==> config.mk <==
export PLATFORM = sky130hd
export DESIGN_NAME = wb_mailbox_bridge
export DESIGN_NICKNAME = d
export VERILOG_FILES = /design/src/rtl/wb_mailbox_pkg.sv /design/src/rtl/mailbox_chan.sv /design/src/rtl/wb_mailbox_bridge.sv
export SDC_FILE = /design/constraint.sdc
export NUM_CORES = 1
export LEC_CHECK = 0
export CORE_MARGIN = 2
export CORE_UTILIZATION = 25
export CTS_BUF_LIST = sky130_fd_sc_hd__clkbuf_4 sky130_fd_sc_hd__clkbuf_8 sky130_fd_sc_hd__clkbuf_16
export DETAILED_ROUTE_END_ITERATION = 12
export GPL_ROUTABILITY_DRIVEN = 0
export GPL_TIMING_DRIVEN = 0
export SLEW_MARGIN = 20
export SYNTH_ARGS = -nofsm -noshare
export SYNTH_HDL_FRONTEND = slang
export SYNTH_SLANG_ARGS = --single-unit
==> constraint.sdc <==
create_clock -name wb_clk_i -period 15.5 [get_ports wb_clk_i]
set_input_delay 2.325 -clock wb_clk_i [delete_from_list [all_inputs] [get_ports wb_clk_i]]
set_output_delay 2.325 -clock wb_clk_i [all_outputs]
set_load 0.01 [all_outputs]
==> src/rtl/wb_mailbox_pkg.sv <==
// Shared state encoding, register-map helpers and constants for the
// Wishbone mailbox bridge.
package wb_mailbox_pkg;

  typedef logic [1:0] mb_state_t;

  localparam mb_state_t ST_IDLE = 2'd0;
  localparam mb_state_t ST_WAIT = 2'd1;
  localparam mb_state_t ST_ACK  = 2'd2;

  localparam int          C2H_VALID_LSB = 16;
  localparam logic [31:0] BAD_READ      = 32'hFFFF_FFFF;

  function automatic int STATUS_IDX(input int num_ch);
    return 2 * num_ch;
  endfunction

  function automatic int IRQEN_IDX(input int num_ch);
    return 2 * num_ch + 1;
  endfunction

  // Replace only the bytes whose select bit is set.
  function automatic logic [31:0] byte_merge(input logic [31:0] old_w,
                                             input logic [31:0] new_w,
                                             input logic [3:0]  sel);
    logic [31:0] r;
    r = old_w;
    for (int b = 0; b < 4; b++) begin
      if (sel[b]) r[8*b +: 8] = new_w[8*b +: 8];
    end
    return r;
  endfunction

endpackage

==> src/rtl/mailbox_chan.sv <==
// One mailbox channel: a host-to-core word and a core-to-host word, each
// with its valid flag and the same-edge priority rules.
module mailbox_chan
  import wb_mailbox_pkg::*;
(
  input  logic        wb_clk_i,
  input  logic        wb_rst_i,
  input  logic        host_wr,
  input  logic [3:0]  host_sel,
  input  logic [31:0] host_dat,
  input  logic        host_rd_clr,
  input  logic        core_take,
  input  logic        core_we,
  input  logic [31:0] core_dat,
  output logic [31:0] h2c_word,
  output logic        h2c_valid,
  output logic [31:0] c2h_word,
  output logic        c2h_valid
);

  // A host write beats a same-edge take; a core write beats a same-edge read-clear.
  always_ff @(posedge wb_clk_i or posedge wb_rst_i) begin
    if (wb_rst_i) begin
      h2c_word  <= '0;
      h2c_valid <= 1'b0;
      c2h_word  <= '0;
      c2h_valid <= 1'b0;
    end else begin
      if (host_wr) begin
        h2c_word  <= byte_merge(h2c_word, host_dat, host_sel);
        h2c_valid <= 1'b1;
      end else if (core_take) begin
        h2c_valid <= 1'b0;
      end

      if (core_we) begin
        c2h_word  <= core_dat;
        c2h_valid <= 1'b1;
      end else if (host_rd_clr) begin
        c2h_valid <= 1'b0;
      end
    end
  end

endmodule

==> src/rtl/wb_mailbox_bridge.sv <==
// Wishbone slave exposing NUM_CH bidirectional mailbox channels, a status
// word and an interrupt enable register, with programmable ack latency.
//   state   | meaning
//   ST_IDLE | waiting for cyc&stb; captures the request
//   ST_WAIT | counting down ACK_DELAY; aborts if cyc&stb drops
//   ST_ACK  | one-cycle ack; side effects committed on entry
module wb_mailbox_bridge
  import wb_mailbox_pkg::*;
#(
  parameter int NUM_CH    = 4,
  parameter int ACK_DELAY = 1
) (
  input  logic                wb_clk_i,
  input  logic                wb_rst_i,
  input  logic                wbs_cyc_i,
  input  logic                wbs_stb_i,
  input  logic                wbs_we_i,
  input  logic [3:0]          wbs_sel_i,
  input  logic [31:0]         wbs_adr_i,
  input  logic [31:0]         wbs_dat_i,
  output logic [31:0]         wbs_dat_o,
  output logic                wbs_ack_o,
  output logic [32*NUM_CH-1:0] h2c_data,
  output logic [NUM_CH-1:0]   h2c_valid,
  input  logic [NUM_CH-1:0]   h2c_take,
  input  logic [32*NUM_CH-1:0] c2h_data,
  input  logic [NUM_CH-1:0]   c2h_we,
  output logic [NUM_CH-1:0]   c2h_valid,
  output logic                irq
);

  mb_state_t         state;
  logic [3:0]        cnt;
  logic [5:0]        adr_q;
  logic              we_q;
  logic [3:0]        sel_q;
  logic [31:0]       dat_q;
  logic [NUM_CH-1:0] irq_en;

  logic              req;
  logic              commit;
  logic [5:0]        eff_idx;
  logic              eff_we;
  logic [3:0]        eff_sel;
  logic [31:0]       eff_dat;
  logic [31:0]       status_w;
  logic [31:0]       rd_mux;
  logic [31:0]       h2c_word [NUM_CH];
  logic [31:0]       c2h_word [NUM_CH];
  logic              unused_adr;

  assign unused_adr = ^{wbs_adr_i[31:8], wbs_adr_i[1:0]};

  assign req = wbs_cyc_i & wbs_stb_i;

  // With zero delay the commit happens on the capture edge, so decode the live bus.
  assign eff_idx = (state == ST_IDLE) ? wbs_adr_i[7:2] : adr_q;
  assign eff_we  = (state == ST_IDLE) ? wbs_we_i       : we_q;
  assign eff_sel = (state == ST_IDLE) ? wbs_sel_i      : sel_q;
  assign eff_dat = (state == ST_IDLE) ? wbs_dat_i      : dat_q;

  assign commit = req & (((state == ST_IDLE) & (ACK_DELAY == 0)) |
                         ((state == ST_WAIT) & (cnt == 4'd1)));

  assign irq = |(c2h_valid & irq_en);

  for (genvar i = 0; i < NUM_CH; i++) begin : g_chan
    logic hit_h2c;
    logic hit_c2h;

    assign hit_h2c = (eff_idx == 6'(i));
    assign hit_c2h = (eff_idx == 6'(NUM_CH + i));

    mailbox_chan u_chan (
      .wb_clk_i    (wb_clk_i),
      .wb_rst_i    (wb_rst_i),
      .host_wr     (commit & eff_we & hit_h2c),
      .host_sel    (eff_sel),
      .host_dat    (eff_dat),
      .host_rd_clr (commit & ~eff_we & hit_c2h),
      .core_take   (h2c_take[i]),
      .core_we     (c2h_we[i]),
      .core_dat    (c2h_data[32*i +: 32]),
      .h2c_word    (h2c_word[i]),
      .h2c_valid   (h2c_valid[i]),
      .c2h_word    (c2h_word[i]),
      .c2h_valid   (c2h_valid[i])
    );

    assign h2c_data[32*i +: 32] = h2c_word[i];
  end

  always_comb begin
    status_w = '0;
    status_w[NUM_CH-1:0] = h2c_valid;
    status_w[C2H_VALID_LSB +: NUM_CH] = c2h_valid;
  end

  always_comb begin
    rd_mux = BAD_READ;
    for (int i = 0; i < NUM_CH; i++) begin
      if (eff_idx == 6'(i))          rd_mux = h2c_word[i];
      if (eff_idx == 6'(NUM_CH + i)) rd_mux = c2h_word[i];
    end
    if (eff_idx == 6'(STATUS_IDX(NUM_CH))) rd_mux = status_w;
    if (eff_idx == 6'(IRQEN_IDX(NUM_CH)))  rd_mux = 32'(irq_en);
  end

  always_ff @(posedge wb_clk_i or posedge wb_rst_i) begin
    if (wb_rst_i) begin
      state     <= ST_IDLE;
      cnt       <= '0;
      adr_q     <= '0;
      we_q      <= 1'b0;
      sel_q     <= '0;
      dat_q     <= '0;
      wbs_ack_o <= 1'b0;
      wbs_dat_o <= BAD_READ;
      irq_en    <= '0;
    end else begin
      wbs_ack_o <= 1'b0;

      case (state)
        ST_IDLE: begin
          if (req) begin
            adr_q <= wbs_adr_i[7:2];
            we_q  <= wbs_we_i;
            sel_q <= wbs_sel_i;
            dat_q <= wbs_dat_i;
            cnt   <= 4'(ACK_DELAY);
            state <= (ACK_DELAY == 0) ? ST_ACK : ST_WAIT;
          end
        end
        ST_WAIT: begin
          cnt <= cnt - 4'd1;
          if (!req)              state <= ST_IDLE;
          else if (cnt == 4'd1)  state <= ST_ACK;
        end
        ST_ACK:  state <= ST_IDLE;
        default: state <= ST_IDLE;
      endcase

      if (commit) begin
        wbs_ack_o <= 1'b1;
        if (!eff_we) begin
          wbs_dat_o <= rd_mux;
        end else if (eff_idx == 6'(IRQEN_IDX(NUM_CH))) begin
          for (int b = 0; b < NUM_CH; b++) begin
            if (eff_sel[2'(b / 8)]) irq_en[b] <= eff_dat[b];
          end
        end
      end
    end
  end

endmodule

==> results.md <==
- The number of iterations in the first detailed-routing pass is 6.
- The die is approximately 260 µm tall.
- The peak per-stage delay on the critical path is around 0.87 ns.
- The logic depth of the worst setup path including buffers is 9.
- The detailed router placed approximately 14,000 vias in this run.
- The routed length per placed instance is 26.84 µm.
- Relative to the synthesized area, the layout overhead comes to 36.63%.
- For this run, asynchronously set or reset flops after synthesis account for 1.000.
- The number of nets handed over by synthesis was 1,707.
- The design draws 2.739 mW.
- The synthesized design spends more area on one cell type than any other, namely sky130_fd_sc_hd__dfrtp_1.
- The depth of the worst register-to-register path is 9.
- The number of distinct library cells after synthesis is between 60 and 70.
- Setup repair after global routing left no endpoint under its margin.
- Including well taps, the total number of placed cells is ~2,700.
- The worst slack on hold paths is 0.4690 ns.
- The share of synthesized area occupied by flip-flops and latches is 0.5402.
- The post-route minimum period is 5.468 ns.
- The worst setup path is of the input pin to register kind.
- The flow ran to the end, and the final reports show no timing, DRC or antenna violations.
- The H-tree was split into 2 levels.
- The slew of the pin with the lowest slew margin is 1.235 ns.
- The signal on the critical path passes through clkdlybuf4s50_1 -> or4_4 -> o31a_1 -> buf_6 -> nor2_2 -> clkbuf_1 -> a32oi_1 -> a31oi_1 -> o31ai_1.
- In this run the deepest clock path goes through 3 buffers.
- The fraction of final layout cells sized beyond drive strength 1 is 0.1966.
- The power per cell area is between 100 and 150 mW/mm².
- Static timing analysis puts the maximum clock frequency at 182.9 MHz.
- The number of nets with antenna violations after detailed routing is 0.
- The number of port buffers is roughly 350.
- Clock tree synthesis found a total of 350 sinks.
- Hold repair after CTS inserted 0 buffers.
- In this run the tightest slew margin relative to its limit is 0.1766.
- The type of element launching the critical path is an input pin.
- The number of setup violations in the final report is 0.
- The internal power component is 1.895 mW.
- The routed design has 74,470 µm of wire.
- The number of CTS-inserted buffers is 41.
- The share of the clock period used by the worst path after layout is 0.3528.
- The average vias per placed instance is 5.140.
- Setup slack on the worst reg-to-reg path comes out at 11.65 ns.
- The wire length of the first global-routing pass is ~100,000 µm.
- Synthesis handed over a netlist of 1,496 instances.
- The cell leakage power is about 9 nW.
- The overall fraction of global-route tracks in use is 0.2168.
- The critical path arrival is 5.91 ns.
- In this run the critical register-to-register path is launched from state[1]$_DFFE_PP0P_.
- The width of the chip is 259.2 µm.
- Gates resized during post-CTS repair numbered 0.
- For this run, the post-layout net count is 2,100.
- The share of total power dissipated in the clock network is 0.352.
- Yosys printed 0 warnings.
- In this design, the largest share of critical-path delay is due to buffers and inverters.
- The share of total power dissipated in combinational logic is 0.229.
- In the routed design, unresolved DRC markers number 0.
- The area share of the leading cell type in the synthesized netlist is 0.4886.
- TritonCTS built the clock tree.
- The tool flagged a number of max-cap violations equal to 0.
- The CTS clock-pin slew for the worst setup and hold paths is 0.07 ns.
- The number of cell rows is 93.
- The largest net degree at the start of global routing is 104.
- The number of global-route vias before repair is around 15,000.
- The worst hold path begins at wbs_dat_o[19]$_DFFE_PP1P_.
- The synthesized netlist occupies a cell area of around 0.016 mm².
- The count of buffering cells on the critical path with inverters included is 3.
- The most used flip-flop cell after synthesis is sky130_fd_sc_hd__dfrtp_1.
- Counting instances, the worst hold path has a depth of 2.
- The synthesized design contains 0 enable-type register cells.
- A synthesized cell averages between 10 and 15 µm².
- Synthesis inferred 350 register bits.
- The worst hold path belongs to the class register to register.
- The worst setup path is captured at a register.
- The total overflow left after global routing is 0.
- The detailed router finished its first iteration with 1,598 violations.
- The number of antenna violations at the first check in global routing is 3.
- The final non-filler cell total is 2,775.
- The cell with the biggest individual delay on the critical path is sky130_fd_sc_hd__clkbuf_1.
- The die covers 0.06721 mm².
- The proportion of total power due to net switching is 0.3082.
- Ranked by total cell area, the synthesized netlist is headed by sky130_fd_sc_hd__dfrtp_1 (49%), sky130_fd_sc_hd__mux2_2 (12%), sky130_fd_sc_hd__dfstp_2 (5.2%).
- The capturing point of the worst reg2reg path is wbs_dat_o[5]$_DFFE_PP1P_.
- Once the clock tree was built, the setup fixing pass inserted 0 buffers.
- For the worst setup path, the data required time is about 16 ns.
- The initial core utilization is 0.2526.
- The half-perimeter wire length of the detailed placement result is 57,040 µm.
- The number of hold-slack violations in the final timing report is 0.
- The register share of total power is 0.419.
- The CTS root buffer is sky130_fd_sc_hd__clkbuf_16.
- The critical path starts at wbs_adr_i[6].
- At the end of the flow the core is filled with cells to 0.3452.
- The post-route clock skew is 0.01076 ns.
- Along the worst path, the maximum fanout reaches 10.
- During I/O placement, the number of pins put on the boundary was 379.
- The critical path ends at wbs_dat_o[5]$_DFFE_PP1P_.
- The number of pins exceeding their max-slew limit in the final report was 0.
- The maximum vdd drop is 0.00006585 V.
- The total core area is 0.06446 mm².
- Summed over all nets, the switching power comes to 0.8441 mW.
- The insertion delay of the later-clocked pin in the worst-skew pair is 0.55 ns.
cell usage after synthesis (all sizes together) (2+ instances only):
master and number:
a211oi 4, a21o 3, a21oi 162, a221o 4, a22oi 7, a31oi 22
a32o 3, a32oi 22, and4 2, buf 58, clkbuf 56, dfrtp 318
dfstp 32, ha 2, inv 9, mux2 172, mux2i 50, nand2 129
nand2b 5, nand3 11, nand4 3, nor2 166, nor2b 2, nor3 16
nor3b 3, nor4 4, nor4b 2, o211ai 5, o21a 3, o21ai 108
o221ai 6, o22ai 29, o31a 2, o31ai 26, o32a 2, o32ai 4
o41ai 2, or2 25, or3 3, or4 4, or4b 2, xnor2 2
cell type report:
class / count / area [µm²]
timing repair buffer: 350 / 3556
clock inverter: 15 / 143.9
antenna: 2 / 5.005
clock buffer: 57 / 1171
buffer: 114 / 590.6
fill: 6503 / 42210
sequential: 350 / 8798
tap: 855 / 1070
inverter: 9 / 41.29
multi-input combinational: 1023 / 6877
power groups by stage:
stage	clock, mW	sequential (mW)	combinational (mW)
2_1_floorplan	0	1.15	0.296
3_3_place_gp	0	1.16	0.610
3_5_place_dp	0	1.16	0.623
4_1_cts	0.981	1.14	0.625
5_1_grt	1.01	1.16	0.665
6_report	0.963	1.15	0.628
state kept, by name, summed over array words and instances (netlist names), 6 cells and up:
signal / count
wbs_dat_o: 32
dat_q: 32
adr_q: 6
g_chan.u_chan.h2c_word: 128
g_chan.u_chan.c2h_word: 128
worst min-delay path by stage:
stage	end	slack (ns)
global route	wbs_dat_o[20]$_DFFE_PP1P_	0.48
floorplan	wbs_dat_o[19]$_DFFE_PP1P_	0.47
global placement	wbs_dat_o[23]$_DFFE_PP1P_	0.45
CTS	wbs_dat_o[19]$_DFFE_PP1P_	0.47
detailed placement	wbs_dat_o[23]$_DFFE_PP1P_	0.46
finish	wbs_dat_o[19]$_DFFE_PP1P_	0.47
worst reg2reg max path: cells and delay by family, from the launching register on:
family | cells | cell delay [ns]
compound gates | 5 | 1.73
flops | 1 | 0.40
simple gates | 1 | 0.21
buf+inv | 3 | 1.40
per-stage QoR:
stage	area, µm²	setup TNS [ns]	setup slack [ns]
6_report	22250	0	10.03
5_1_grt	22250	0	10.00
4_1_cts	22250	0	10.09
3_5_place_dp	20930	0	9.492
3_3_place_gp	20830	-247.30	-0.8400
2_1_floorplan	16290	0	3.521
cells in the final DEF (no fill, tap or decap), types with 5 or more instances in the layout:
cell                              instances
sky130_fd_sc_hd__a31oi_1                 21
sky130_fd_sc_hd__mux2i_1                 47
sky130_fd_sc_hd__mux2_2                 172
sky130_fd_sc_hd__clkbuf_1                54
sky130_fd_sc_hd__o21ai_0                 70
sky130_fd_sc_hd__or2_1                   10
sky130_fd_sc_hd__o221ai_1                 6
sky130_fd_sc_hd__clkinv_2                 7
sky130_fd_sc_hd__o211ai_1                 5
sky130_fd_sc_hd__o31ai_1                 24
sky130_fd_sc_hd__nor3_1                   6
sky130_fd_sc_hd__buf_6                   10
sky130_fd_sc_hd__buf_4                   13
sky130_fd_sc_hd__nor3_4                  10
sky130_fd_sc_hd__dfstp_2                 32
sky130_fd_sc_hd__nor2_1                 156
sky130_fd_sc_hd__clkbuf_16               41
sky130_fd_sc_hd__inv_1                    8
sky130_fd_sc_hd__clkbuf_4                12
sky130_fd_sc_hd__clkdlybuf4s50_1        347
sky130_fd_sc_hd__nand2_1                125
sky130_fd_sc_hd__buf_1                    6
sky130_fd_sc_hd__o21ai_1                 38
sky130_fd_sc_hd__buf_2                   29
sky130_fd_sc_hd__or2_0                   15
sky130_fd_sc_hd__a32oi_1                 22
sky130_fd_sc_hd__nand3_1                 10
sky130_fd_sc_hd__a21oi_1                156
sky130_fd_sc_hd__o22ai_1                 29
sky130_fd_sc_hd__nor2_2                   6
sky130_fd_sc_hd__a21oi_2                  6
sky130_fd_sc_hd__nand2b_1                 5
sky130_fd_sc_hd__a22oi_1                  7
sky130_fd_sc_hd__dfrtp_1                318
per-layer routing:
metal	vias to the layer above	GRT usage	wire, µm
met5	-	0	10
met4	2	0.08397	2981
met3	157	0.05448	6679
met2	813	0.3564	34950
met1	7126	0.2736	29860
li1	6165	-	-
kinds of logic (layout without fill, tap and decap cells):
kind of cell    Yosys count  in the layout  synth area share
compound gates          416            416            0.1539
xor+xnor                  3              3          0.001614
fa+ha+maj                 2              2          0.001536
buf+inv                 123            545           0.03818
flops                   350            350            0.5402
mux                     223            223            0.1520
other cells               0              2                 0
simple gates            379            379            0.1125
(Power assumes the default switching activity.)
